--- src/rtl/ex_mem_if.sv ---
// EX -> MEM pipeline bundle: EX-side result signals and the registered
// MEM-side copy, plus the multi-cycle feedback path back into EX.
interface ex_mem_if #(
  parameter int DATA_W = 32,
  parameter int ADDR_W = 5
);
  logic [ADDR_W-1:0]   ex_waddr;
  logic                ex_we;
  logic [DATA_W-1:0]   ex_wdata;
  logic                ex_whilo;
  logic [DATA_W-1:0]   ex_hi;
  logic [DATA_W-1:0]   ex_lo;
  logic [2*DATA_W-1:0] ex_hilo_temp;
  logic [1:0]          ex_cnt;

  logic [ADDR_W-1:0]   mem_waddr;
  logic                mem_we;
  logic [DATA_W-1:0]   mem_wdata;
  logic                mem_whilo;
  logic [DATA_W-1:0]   mem_hi;
  logic [DATA_W-1:0]   mem_lo;
  logic                mem_valid;
  logic [2*DATA_W-1:0] hilo_temp_o;
  logic [1:0]          cnt_o;

  modport master (
    output ex_waddr, ex_we, ex_wdata, ex_whilo, ex_hi, ex_lo, ex_hilo_temp, ex_cnt,
    input  mem_waddr, mem_we, mem_wdata, mem_whilo, mem_hi, mem_lo, mem_valid,
    input  hilo_temp_o, cnt_o
  );

  modport slave (
    input  ex_waddr, ex_we, ex_wdata, ex_whilo, ex_hi, ex_lo, ex_hilo_temp, ex_cnt,
    output mem_waddr, mem_we, mem_wdata, mem_whilo, mem_hi, mem_lo, mem_valid,
    output hilo_temp_o, cnt_o
  );
endinterface

--- src/rtl/ex_mem_reg.sv ---
// EX/MEM pipeline register with stall/flush handling, multi-cycle MADD/MSUB
// feedback storage and saturating stall/bubble statistics counters.
module ex_mem_reg #(
  parameter int DATA_W  = 32,
  parameter int ADDR_W  = 5,
  parameter int STALL_W = 6,
  parameter int CNT_W   = 16
) (
  input  logic               clk,
  input  logic               rst,
  input  logic [STALL_W-1:0] stall,
  input  logic               flush,
  ex_mem_if.slave            bus,
  output logic [CNT_W-1:0]   stall_cnt,
  output logic [CNT_W-1:0]   bubble_cnt
);
  typedef struct packed {
    logic [ADDR_W-1:0] waddr;
    logic              we;
    logic [DATA_W-1:0] wdata;
    logic              whilo;
    logic [DATA_W-1:0] hi;
    logic [DATA_W-1:0] lo;
    logic              valid;
  } mem_bundle_t;

  mem_bundle_t         mem_d, mem_q, ex_bundle;
  logic [2*DATA_W-1:0] hilo_temp_d, hilo_temp_q;
  logic [1:0]          cnt_d, cnt_q;
  logic [CNT_W-1:0]    stall_cnt_d, stall_cnt_q;
  logic [CNT_W-1:0]    bubble_cnt_d, bubble_cnt_q;
  logic                ex_stall, mem_stall, unused_stall;

  assign ex_stall     = stall[3];
  assign mem_stall    = stall[4];
  assign unused_stall = ^stall;

  assign ex_bundle = '{waddr: bus.ex_waddr, we: bus.ex_we, wdata: bus.ex_wdata,
                       whilo: bus.ex_whilo, hi: bus.ex_hi, lo: bus.ex_lo, valid: 1'b1};

  always_comb begin
    mem_d        = mem_q;
    hilo_temp_d  = hilo_temp_q;
    cnt_d        = cnt_q;
    stall_cnt_d  = stall_cnt_q;
    bubble_cnt_d = bubble_cnt_q;
    if (flush) begin
      mem_d       = '0;
      hilo_temp_d = '0;
      cnt_d       = '0;
      if (bubble_cnt_q != '1) bubble_cnt_d = bubble_cnt_q + CNT_W'(1);
    end else if (mem_stall) begin
      // MEM stalled (with or without EX): hold; EX may still be iterating
      hilo_temp_d = bus.ex_hilo_temp;
      cnt_d       = bus.ex_cnt;
      if (stall_cnt_q != '1) stall_cnt_d = stall_cnt_q + CNT_W'(1);
    end else if (ex_stall) begin
      mem_d       = '0;
      hilo_temp_d = bus.ex_hilo_temp;
      cnt_d       = bus.ex_cnt;
      if (bubble_cnt_q != '1) bubble_cnt_d = bubble_cnt_q + CNT_W'(1);
    end else begin
      mem_d       = ex_bundle;
      hilo_temp_d = '0;
      cnt_d       = '0;
    end
  end

  always_ff @(posedge clk or negedge rst) begin
    if (!rst) begin
      mem_q        <= '0;
      hilo_temp_q  <= '0;
      cnt_q        <= '0;
      stall_cnt_q  <= '0;
      bubble_cnt_q <= '0;
    end else begin
      mem_q        <= mem_d;
      hilo_temp_q  <= hilo_temp_d;
      cnt_q        <= cnt_d;
      stall_cnt_q  <= stall_cnt_d;
      bubble_cnt_q <= bubble_cnt_d;
    end
  end

  assign bus.mem_waddr   = mem_q.waddr;
  assign bus.mem_we      = mem_q.we;
  assign bus.mem_wdata   = mem_q.wdata;
  assign bus.mem_whilo   = mem_q.whilo;
  assign bus.mem_hi      = mem_q.hi;
  assign bus.mem_lo      = mem_q.lo;
  assign bus.mem_valid   = mem_q.valid;
  assign bus.hilo_temp_o = hilo_temp_q;
  assign bus.cnt_o       = cnt_q;
  assign stall_cnt       = stall_cnt_q;
  assign bubble_cnt      = bubble_cnt_q;
endmodule
--- src/flat_wrapper.sv ---
// flat-port wrapper written by rule: the top's interface ports become plain ports
module ex_mem_reg_flat 
#(
  parameter int DATA_W  = 32,
  parameter int ADDR_W  = 5,
  parameter int STALL_W = 6,
  parameter int CNT_W   = 16
)
  (clk, rst, stall, flush, stall_cnt, bubble_cnt, bus_ex_waddr, bus_ex_we, bus_ex_wdata, bus_ex_whilo, bus_ex_hi, bus_ex_lo, bus_ex_hilo_temp, bus_ex_cnt, bus_mem_waddr, bus_mem_we, bus_mem_wdata, bus_mem_whilo, bus_mem_hi, bus_mem_lo, bus_mem_valid, bus_hilo_temp_o, bus_cnt_o);
  ex_mem_if #(.DATA_W(DATA_W), .ADDR_W(ADDR_W)) bus_i ();
  input  logic clk;
  input  logic rst;
  input  logic [STALL_W-1:0] stall;
  input  logic flush;
  output logic [CNT_W-1:0] stall_cnt;
  output logic [CNT_W-1:0] bubble_cnt;
  input wire logic [$bits(bus_i.ex_waddr)-1:0] bus_ex_waddr;
  input wire logic [$bits(bus_i.ex_we)-1:0] bus_ex_we;
  input wire logic [$bits(bus_i.ex_wdata)-1:0] bus_ex_wdata;
  input wire logic [$bits(bus_i.ex_whilo)-1:0] bus_ex_whilo;
  input wire logic [$bits(bus_i.ex_hi)-1:0] bus_ex_hi;
  input wire logic [$bits(bus_i.ex_lo)-1:0] bus_ex_lo;
  input wire logic [$bits(bus_i.ex_hilo_temp)-1:0] bus_ex_hilo_temp;
  input wire logic [$bits(bus_i.ex_cnt)-1:0] bus_ex_cnt;
  output wire logic [$bits(bus_i.mem_waddr)-1:0] bus_mem_waddr;
  output wire logic [$bits(bus_i.mem_we)-1:0] bus_mem_we;
  output wire logic [$bits(bus_i.mem_wdata)-1:0] bus_mem_wdata;
  output wire logic [$bits(bus_i.mem_whilo)-1:0] bus_mem_whilo;
  output wire logic [$bits(bus_i.mem_hi)-1:0] bus_mem_hi;
  output wire logic [$bits(bus_i.mem_lo)-1:0] bus_mem_lo;
  output wire logic [$bits(bus_i.mem_valid)-1:0] bus_mem_valid;
  output wire logic [$bits(bus_i.hilo_temp_o)-1:0] bus_hilo_temp_o;
  output wire logic [$bits(bus_i.cnt_o)-1:0] bus_cnt_o;
  assign bus_i.ex_waddr = bus_ex_waddr;
  assign bus_i.ex_we = bus_ex_we;
  assign bus_i.ex_wdata = bus_ex_wdata;
  assign bus_i.ex_whilo = bus_ex_whilo;
  assign bus_i.ex_hi = bus_ex_hi;
  assign bus_i.ex_lo = bus_ex_lo;
  assign bus_i.ex_hilo_temp = bus_ex_hilo_temp;
  assign bus_i.ex_cnt = bus_ex_cnt;
  assign bus_mem_waddr = bus_i.mem_waddr;
  assign bus_mem_we = bus_i.mem_we;
  assign bus_mem_wdata = bus_i.mem_wdata;
  assign bus_mem_whilo = bus_i.mem_whilo;
  assign bus_mem_hi = bus_i.mem_hi;
  assign bus_mem_lo = bus_i.mem_lo;
  assign bus_mem_valid = bus_i.mem_valid;
  assign bus_hilo_temp_o = bus_i.hilo_temp_o;
  assign bus_cnt_o = bus_i.cnt_o;
  ex_mem_reg #(.DATA_W(DATA_W), .ADDR_W(ADDR_W), .STALL_W(STALL_W), .CNT_W(CNT_W)) u_core (.clk(clk), .rst(rst), .stall(stall), .flush(flush), .bus(bus_i), .stall_cnt(stall_cnt), .bubble_cnt(bubble_cnt));
endmodule
--- config.mk ---
export PLATFORM = sky130hd
export DESIGN_NAME = ex_mem_reg_flat
export DESIGN_NICKNAME = d
export VERILOG_FILES = /design/src/rtl/ex_mem_if.sv /design/src/rtl/ex_mem_reg.sv /design/src/flat_wrapper.sv
export SDC_FILE = /design/constraint.sdc
export NUM_CORES = 1
export LEC_CHECK = 0
export ABC_AREA = 0
export CAP_MARGIN = 20
export CELL_PAD_IN_SITES_DETAIL_PLACEMENT = 0
export CELL_PAD_IN_SITES_GLOBAL_PLACEMENT = 1
export CORE_AREA = 2 2 147 149
export DETAILED_ROUTE_END_ITERATION = 10
export DIE_AREA = 0 0 149 151
export DONT_BUFFER_PORTS = 1
export PLACE_DENSITY = 0.6
export SETUP_SLACK_MARGIN = 0.3
export SLEW_MARGIN = 30
export SYNTH_ARGS = -nofsm -noshare
export SYNTH_HDL_FRONTEND = slang
export SYNTH_SLANG_ARGS = --single-unit
export TNS_END_PERCENT = 20
--- constraint.sdc ---
create_clock -name clk -period 2.4 [get_ports clk]
set_input_delay 0.6 -clock clk [delete_from_list [all_inputs] [get_ports clk]]
set_output_delay 0.6 -clock clk [all_outputs]
set_load 0.05 [all_outputs]
==> flow_summary_export.csv, run 1 <==
group,metric,value,unit
sta,fin_setup_tns,0,ns
flow_run,drv_cap,0,
worst_setup_path,crit_fanout,5,
power_and_ir_drop,powerDensity,1026,nW/um^2
floorplan,std_cell_rows,53,
yosys,synth_fp_nets,713,
worst_setup_path,startpoint_type,"flop",
global_routing,first_global_vias,4693,
sta,finalSetupViolCount,0,
floorplan,io_pins,380,
global_routing,grt_antenna_before_repair,1,
power_and_ir_drop,power_leakage,4.160,nW
power_and_ir_drop,ir_drop,0.4598,mV
worst_setup_path,cpMostUsedCell,"and4_1",
placed_design,hpwlAfterDp,13.77,mm
route,drt_iter0_drc,202,
worst_setup_path,cp_num_buf_inv,0,
power_and_ir_drop,pwr-share-clk,0.395,
route,drc,0,
sta,worst-slew-pin-transition,0.7449,ns
route,vias,4512,
sta,rsz0062_at_grt,"false",
floorplan,die_y,151,um
power_and_ir_drop,seqPwrFrac,0.475,
sta,max_freq,528.8,MHz
placed_design,place_inst,811,
floorplan,core,20820,um^2
global_routing,grtUsageTotal,0.1604,
clock_network,cts_root_buf,"clkbuf_16",
floorplan,start_util,0.3557,
yosys,ys_seq_elements,202,
sta,slew_headroom,0.5034,
worst_setup_path,worstPathCellList,"and4_1, and4_1, a21oi_1, mux2_2",
outcome,status,"finished, violations left",
global_routing,grt_max_degree,203,
final_layout,n_antenna_cell,0,
yosys,ys_warn_count,0,
route,wl,19.30,mm
route,wire_per_inst,22.65,um
sta,holdWs,-0.1992,ns
floorplan,die_w,149,um
outcome,violations,"hold timing",
yosys,syn_avg_cell_area,13.90,um^2
clock_network,htreeDepth,1,
power_and_ir_drop,p_int,6.181,mW
route,drt_pass1_iterations,4,
yosys,synth_cells,533,
final_layout,syn_to_final_growth,17.67,%
yosys,yosysSeqAreaShare,0.6824,
clock_network,cts_inserted_buffers,22,
power_and_ir_drop,power_switching_share,0.3085,
power_and_ir_drop,p_comb_frac,0.130,
power_and_ir_drop,netSwitchingPower,2.758,mW
placed_design,postPlaceCellArea,7906,um^2
sta,finalHoldViolCount,202,
worst_setup_path,crit_arrival,2.27,ns
clock_network,insertion_delay,0.50,ns
clock_network,cts_tree,"yes",
worst_setup_path,cp_slowest_cell,"dfrtp_1",
global_routing,grt_overflow,0,
final_layout,fin_nets,741,
worst_setup_path,critPathKind,"flop to flop",
sta,maxSlewViolCount,0,
final_layout,fin_cells,852,
clock_network,cts_buffer_depth,3,
global_routing,grt_pass1_wl,27.95,mm
yosys,synth_edf_count,0,
route,final_antenna_net_count,0,
worst_setup_path,required,2.78,ns
worst_setup_path,max_stage_delay,0.67,ns
worst_setup_path,path_delay_family,"simple AND/OR/NAND/NOR gates",
placed_design,gp_congestion,0.7539,
final_layout,fin_area,8716,um^2
sta,finClkSkew,0.009907,ns
final_layout,fillCellCount,1940,
sta,min_period,1.891,ns
worst_hold_path,worstHoldPathType,"primary input to async pin",
yosys,async_reset_ff_frac,1.000,
clock_network,clock-sinks,202,
worst_setup_path,end_kind,"flop",
route,viasPerCell,5.296,
power_and_ir_drop,p_total,8.939,mW
yosys,synth_flop_cell,"dfrtp_1",
floorplan,die_area,22500,um^2
sta,final.period_utilization,0.7879,
clock_network,postCtsSetupBuffers,0,
final_layout,drive_gt1_frac,0.1560,
clock_network,postCtsResizedCells,0,
placed_design,io_buffer_count,0,
yosys,yosysUniqueCellTypes,45,
yosys,synth_area,7407,um^2
clock_network,path_clk_slew,0.06,ns
[routing by layer]
layer | share of wire | GRT usage
met5 | 0.00083 | 0
met3 | 0.13 | 0.07319
met2 | 0.50 | 0.2747
met4 | 0.016 | 0.04571
met1 | 0.35 | 0.1810
[area by class of cell]
type                            count  area [um^2]  area share
Clock buffer                       28        624.3     0.07163
Clock inverter                     12        157.7     0.01809
Inverter                            2        7.507   0.0008613
Multi-Input combinational cell    295         2210      0.2535
Sequential cell                   202         5055      0.5800
Tap cell                          275        344.1     0.03948
Timing Repair Buffer               38        317.8     0.03646
[through the flow]
stage / setup slack, ns / util
after global placement: 0.5374 / 0.3797
final: 0.5089 / 0.4186
after detailed placement: 0.5253 / 0.3797
after CTS: 0.5127 / 0.4173
after floorplan: 0.4948 / -
after global routing: 0.4417 / 0.4186
[cell usage in the layout (no fill, tap or decap), drive strengths merged, types with 2 or more instances in the layout]
cell type and count:
dfrtp 202, a22o 103, and2 68, buf 38, clkbuf 28, nand2 12
a21oi 12, xor2 10, nor2 10, nand3 10, nor3 8, nand4 7
a31oi 6, clkinv 6, and3 5, xnor2 5, mux2 5, and4 4
o21a 4, o211ai 4, o21ai 4, bufinv 3, clkinvlp 3, nor2b 3
inv 2, ha 2, nor4 2
[cells by family after synthesis]
group                    share of synthesized area
flip-flops                                  0.6824
multiplexers                              0.009458
buffers and inverters                      0.02213
XOR/XNOR                                   0.01774
adder cells (fa/ha/maj)                   0.003378
AND/OR/NAND/NOR                             0.1103
AO/OA/AOI/OAI                               0.1546
[Yosys cell counts (all sizes together) (3+ instances only)]
cell    count  area [um^2]
o21ai       4        20.02
nor2b       3        18.77
a21oi      12        60.06
nor2       10        37.54
nand2      12        45.04
and3        5        31.28
o211ai      4        30.03
a31oi       6        43.79
buf        18        95.09
nand4       7        43.79
dfrtp     202         5055
nand3      10        55.05
o21a        4        30.03
a22o      103        902.1
xor2       10        87.58
clkbuf     16        61.30
and4        4        35.03
and2       68        425.4
mux2        5        60.05
xnor2       5        43.79
nor3        8        61.31
[sequential cells by signal, indices dropped and copies added (netlist names)]
register / cells
u_core.bubble_cnt: 16
u_core.bus.cnt_o: 2
u_core.bus.hilo_temp_o: 64
u_core.bus.mem_hi: 32
u_core.bus.mem_lo: 32
u_core.bus.mem_valid: 1
u_core.bus.mem_waddr: 5
u_core.bus.mem_wdata: 32
u_core.bus.mem_we: 1
u_core.bus.mem_whilo: 1
u_core.stall_cnt: 16
[final timing paths]
| kind | start | to | slack [ns] | cells after the start |
|---|---|---|---|---|
| max | u_core.stall_cnt[15] | u_core.stall_cnt[1] | 0.51 | 4 |
| max reg2reg | u_core.stall_cnt[15] | u_core.stall_cnt[1] | 0.51 | 4 |
| min reg2reg | u_core.bubble_cnt[6] | u_core.bubble_cnt[6] | 0.57 | 1 |
| min in group clk | flush | u_core.bus.mem_valid | 0.17 | 1 |
| max in group asynchronous | rst | u_core.bus.mem_wdata[25] | 2.35 | 0 |
| min | rst | u_core.bus.hilo_temp_o[22] | -0.20 | 0 |
[power groups by stage]
stage          clock (mW)  combinational, mW  sequential, mW
2_1_floorplan           0              0.420            4.70
3_3_place_gp            0               1.14            4.30
3_5_place_dp            0               1.17            4.31
4_1_cts              3.65               1.17            4.25
5_1_grt              3.80               1.24            4.27
6_report             3.53               1.16            4.24
Note: power is estimated with default switching activity, not from simulation.
==> run 2: changes to the inputs <==
- CORE_AREA: 2 2 147 149 -> unset
- CORE_ASPECT_RATIO: unset -> 0.5
- CORE_MARGIN: unset -> 2
- CORE_UTILIZATION: unset -> 43
- DIE_AREA: 0 0 149 151 -> unset
- PLACE_DENSITY: 0.6 -> 0.74
- clock period: 2.4 -> 1.5 ns (I/O delays scaled with it)
==> run 2 against run 1 <==
Effect of this change:
- first-iteration DRC count rose by 18%
- hold slack got worse by 0.21 ns
- total power rose by 58%
- the run ends with hold timing, setup timing left
- clock power rose by 34%
- clock skew rose by 0.0042 ns
- final area rose by 7.5%
- critical endpoint is now u_core.stall_cnt[8]
- sequential power rose by 65%
==> flow_summary_export.csv, run 2 (same netlist as run 1, synthesis figures left out) <==
group,metric,value,unit
clock_network,cts_inserted_buffers,19,
worst_setup_path,crit_fanout,3,
sta,max_freq,654.2,MHz
final_layout,fin_nets,761,
global_routing,grt_pass1_wl,28.56,mm
route,viasPerCell,5.632,
placed_design,postPlaceCellArea,8097,um^2
final_layout,fin_cells,819,
sta,slew_headroom,0.6889,
sta,holdWs,-0.4072,ns
route,drc,0,
final_layout,fin_area,9368,um^2
clock_network,cts_tree,"yes",
global_routing,first_global_vias,4766,
floorplan,io_pins,380,
clock_network,cts_root_buf,"clkbuf_16",
sta,rsz0062_at_grt,"true",
clock_network,clock-sinks,202,
route,wl,19.28,mm
placed_design,hpwlAfterDp,13.39,mm
final_layout,fillCellCount,1297,
worst_setup_path,startpoint_type,"flop",
power_and_ir_drop,powerDensity,1505,nW/um^2
worst_hold_path,worstHoldPathType,"primary input to async pin",
clock_network,cts-hold-fix-buffers,1,
power_and_ir_drop,ir_drop,0.7983,mV
placed_design,io_buffer_count,0,
floorplan,core,16600,um^2
clock_network,insertion_delay,0.47,ns
flow_run,drv_cap,0,
route,wire_per_inst,23.54,um
clock_network,htreeDepth,1,
sta,maxSlewViolCount,0,
worst_setup_path,crit_arrival,1.88,ns
sta,finalSetupViolCount,1,
floorplan,die_y,96.81,um
worst_setup_path,required,1.85,ns
outcome,status,"finished, violations left",
floorplan,std_cell_rows,33,
final_layout,syn_to_final_growth,26.47,%
route,drt_iter0_drc,239,
outcome,violations,"hold timing, setup timing",
worst_setup_path,end_kind,"flop",
final_layout,final_common_cell,"dfrtp_2",
floorplan,start_util,0.4463,
power_and_ir_drop,power_leakage,3.999,nW
global_routing,grt_antenna_before_repair,2,
floorplan,die_w,189.6,um
sta,finClkSkew,0.01412,ns
global_routing,grt_max_degree,203,
route,vias,4613,
final_layout,largest_reg_flops,64,
global_routing,grt_overflow,0,
placed_design,place_inst,779,
route,drt_pass1_iterations,4,
floorplan,die_area,18360,um^2
final_layout,layout_common_cells,"dfrtp_2 (200), a22o_1 (103), and2_1 (67)",
final_layout,fin_util,0.5644,
final_layout,drive_gt1_frac,0.5593,
sta,min_period,1.529,ns
placed_design,gp_congestion,0.8016,
sta,final.period_utilization,1.019,
sta,worst-slew-pin-transition,0.4666,ns
clock_network,path_clk_slew,0.07,ns
sta,setup_ws,-0.02850,ns
route,final_antenna_net_count,0,
worst_setup_path,critPathKind,"flop to flop",
sta,finalHoldViolCount,202,
global_routing,grtUsageTotal,0.2003,
clock_network,cts_buffer_depth,3,
run 2: worst paths after layout:
check,startpoint,end,slack (ns),depth (start not counted)
setup / recovery,u_core.stall_cnt[0],u_core.stall_cnt[8],-0.03,5
hold / removal,rst,u_core.bus.hilo_temp_o[37],-0.41,0
setup reg to reg,u_core.stall_cnt[0],u_core.stall_cnt[8],-0.03,5
hold reg to reg,u_core.bubble_cnt[7],u_core.bubble_cnt[7],0.53,1
max in group asynchronous,rst,u_core.bus.mem_hi[10],1.46,0
min in group clk,bus_ex_hilo_temp[36],u_core.bus.hilo_temp_o[36],0.03,1
run 2: per-stage QoR:
| stage | setup slack (ns) | hold WS (ns) | power [mW] | TNS (ns) |
|---|---|---|---|---|
| 3_5_place_dp | -0.04670 | 0.08188 | 8.948 | -2.026 |
| 5_1_grt | -0.05569 | -0.4329 | 14.66 | -0.1283 |
| 3_3_place_gp | -0.01490 | 0.08260 | 8.892 | -0.3840 |
| 6_report | -0.02850 | -0.4072 | 14.10 | -0.02850 |
| 4_1_cts | 0.002086 | -0.4202 | 13.80 | 0 |
| 2_1_floorplan | -0.1607 | 0.07941 | 8.322 | -0.9340 |
run 2: per-layer routing:
metal	track usage	wire (um)
met2	0.3412	9744
met1	0.2470	7508
met3	0.06967	1645
met5	0	0
met4	0.04472	381
run 2: worst max-delay path: stages (launching register included):
cell     delay, ns
dfrtp_2       0.44
ha_4          0.18
and4b_1       0.19
and2b_2       0.23
nand2_2       0.08
mux2_4        0.29
run 2: power breakdown:
part           switching (mW)  internal (mW)
Sequential               1.10           5.89
Combinational            1.37           1.01
Clock                    1.99           2.75
run 2: final cells by class:
| type | instances | area, um^2 | area share |
|---|---|---|---|
| Clock buffer | 26 | 551.8 | 0.05890 |
| Timing Repair Buffer | 61 | 773.2 | 0.08254 |
| Multi-Input combinational cell | 295 | 2379 | 0.2539 |
| Inverter | 2 | 7.507 | 0.0008014 |
| Clock inverter | 4 | 62.56 | 0.006678 |
| Antenna cell | 2 | 5.005 | 0.0005343 |
| Tap cell | 227 | 284.0 | 0.03032 |
| Sequential cell | 202 | 5305 | 0.5663 |
run 2: timing repair:
action	CTS	global route
buffers inserted	1	5
pin swaps	0	19
gates resized for setup	107	157
endpoints found under the hold margin	203	202
setup endpoints to repair	234	234
==> run 3: changes to the inputs <==
- CORE_MARGIN: 2 -> 5
- SETUP_SLACK_MARGIN: 0.3 -> 0.05
==> run 3 against run 2 <==
Effect of this change:
- the flow still finishes with violations (hold timing, setup timing)
- cell count down 0.12%
- sequential power is essentially flat
- sequential share of layout area is 0.21 points higher
- hold slack better by 0.010 ns
- die area increased by 9.6%
- largest power group unchanged
==> flow_summary_export.csv, run 3 (same netlist as run 1, synthesis figures left out) <==
group,metric,value,unit
worst_setup_path,end_kind,"output pin",
sta,fin_setup_tns,-0.02424,ns
final_layout,multiInputGateArea,2312,um^2
route,final_antenna_net_count,0,
floorplan,core,16640,um^2
outcome,violations,"hold timing, setup timing",
power_and_ir_drop,power_leakage,4.019,nW
clock_network,insertion_delay,0.47,ns
worst_setup_path,rr_startpoint,"u_core.stall_cnt[2]",
worst_hold_path,worstHoldPathType,"primary input to async pin",
sta,min_period,1.524,ns
final_layout,fillCellCount,1318,
floorplan,die_y,102.8,um
final_layout,largest_reg_flops,64,
floorplan,die_w,195.6,um
worst_setup_path,startpoint_type,"flop",
route,wl,19.77,mm
final_layout,final_common_cell,"dfrtp_2",
global_routing,grt_max_degree,203,
final_layout,fin_util,0.5609,
global_routing,grt_pass1_wl,28.73,mm
sta,finalHoldViolCount,202,
power_and_ir_drop,power_switching_share,0.3054,
placed_design,preCtsSetupSlack,-0.01912,ns
final_layout,syn_to_final_growth,26.00,%
clock_network,cts_root_buf,"clkbuf_16",
clock_network,clock-sinks,202,
final_layout,drive_gt1_frac,0.5271,
sta,rsz0062_at_grt,"true",
clock_network,cts_buffer_depth,3,
sta,finClkSkew,0.009163,ns
floorplan,start_util,0.4451,
final_layout,layout_common_cells,"dfrtp_2 (200), a22o_1 (103), and2_1 (68)",
route,drc,0,
final_layout,regArea,5305,um^2
power_and_ir_drop,netSwitchingPower,4.414,mW
worst_setup_path,rrSetupSlack,0.02,ns
clock_network,htreeDepth,1,
power_and_ir_drop,p_comb_frac,0.170,
worst_setup_path,startpoint,"u_core.bubble_cnt[0]",
route,drt_iter0_drc,220,
route,wire_per_inst,24.17,um
route,viasPerCell,5.617,
outcome,status,"finished, violations left",
clock_network,cts-hold-fix-buffers,1,
power_and_ir_drop,powerDensity,1549,nW/um^2
route,drt_pass1_iterations,5,
clock_network,cts_inserted_buffers,19,
power_and_ir_drop,p_int,10.04,mW
placed_design,hpwlAfterDp,13.95,mm
sta,maxSlewViolCount,0,
sta,slew_headroom,0.7213,
final_layout,fin_nets,758,
placed_design,io_buffer_count,0,
floorplan,die_area,20110,um^2
floorplan,io_pins,380,
worst_setup_path,required,1.12,ns
sta,holdWs,-0.3971,ns
sta,setup_ws,-0.02424,ns
clock_network,cts_tree,"yes",
global_routing,grt_antenna_before_repair,2,
global_routing,first_global_vias,4688,
power_and_ir_drop,seqPwrFrac,0.483,
worst_setup_path,crit_fanout,3,
sta,final.period_utilization,1.016,
flow_run,drv_cap,0,
clock_network,path_clk_slew,0.07,ns
worst_setup_path,critPathKind,"flop to output pin",
power_and_ir_drop,ir_drop,0.7464,mV
sta,finalSetupViolCount,1,
worst_setup_path,crit_arrival,1.15,ns
global_routing,grtUsageTotal,0.1808,
sta,worst-slew-pin-transition,0.4171,ns
sta,max_freq,656.1,MHz
global_routing,grt_overflow,0,
placed_design,gp_congestion,0.8253,
power_and_ir_drop,pwr-share-clk,0.347,
floorplan,std_cell_rows,33,
route,vias,4595,
[run 3: cell count changes in the layout (fill, tap and decap cells not counted), sizes merged]
| cell | delta |
|---|---|
| clkbuf | +1 |
| diode | -1 |
| buf | -3 |
| bufinv | +2 |
[run 3: through the flow]
stage               cell area (um^2)  hold slack (ns)  std cells  total power [mW]
CTS                             9134          -0.4217        813             14.31
global placement                8036          0.08386        778             8.856
finish                          9333          -0.3971        818             14.45
global route                    9330          -0.4233        817             15.04
floorplan                       7472          0.07941        533             8.262
detailed placement              8036          0.08422        778             8.894
[run 3: cell type report]
type / instances / share of cell area
inverters: 2 / 0.0008044
repair buffers: 58 / 0.08191
clock inverters: 6 / 0.01193
flip-flops and latches: 202 / 0.5684
well taps: 227 / 0.03043
multi-input cells: 295 / 0.2478
clock buffers: 27 / 0.05845
diodes: 1 / 0.0002681
[run 3: timing repair]
item | in CTS | in global routing
setup endpoints to repair | 210 | 49
hold endpoints to repair | 203 | 202
gates resized for setup | 224 | 34
buffers inserted | 1 | 3
pin swaps | 5 | 8
[run 3: path summary, 6_finish.rpt]
path / end / depth (start not counted)
min: u_core.bus.hilo_temp_o[27] / 0
max: bubble_cnt[0] / 2
max reg2reg: u_core.stall_cnt[8] / 5
max in group asynchronous: u_core.bus.mem_lo[24] / 0
min reg2reg: u_core.bubble_cnt[7] / 1
min in group clk: u_core.bus.hilo_temp_o[28] / 1
[run 3: worst max-delay path, stage by stage, from the launching register on]
cell     delay (ns)
dfrtp_2        0.42
buf_6          0.12
buf_8          0.14
[run 3: metal layers]
metal / vias to the layer above / GRT usage / wire (um)
met5: - / 0 / 13
met4: 2 / 0.04290 / 314
met3: 22 / 0.06660 / 1726
met2: 208 / 0.3002 / 10110
met1: 2351 / 0.2313 / 7611
li1: 2012 / - / -
[run 3: power groups by stage]
stage	registers (mW)	clock network, mW	logic [mW]
2_1_floorplan	7.57	0	0.689
3_3_place_gp	6.96	0	1.90
5_1_grt	7.01	5.42	2.61
3_5_place_dp	6.96	0	1.93
6_report	6.98	5.01	2.46
4_1_cts	6.94	5.15	2.22
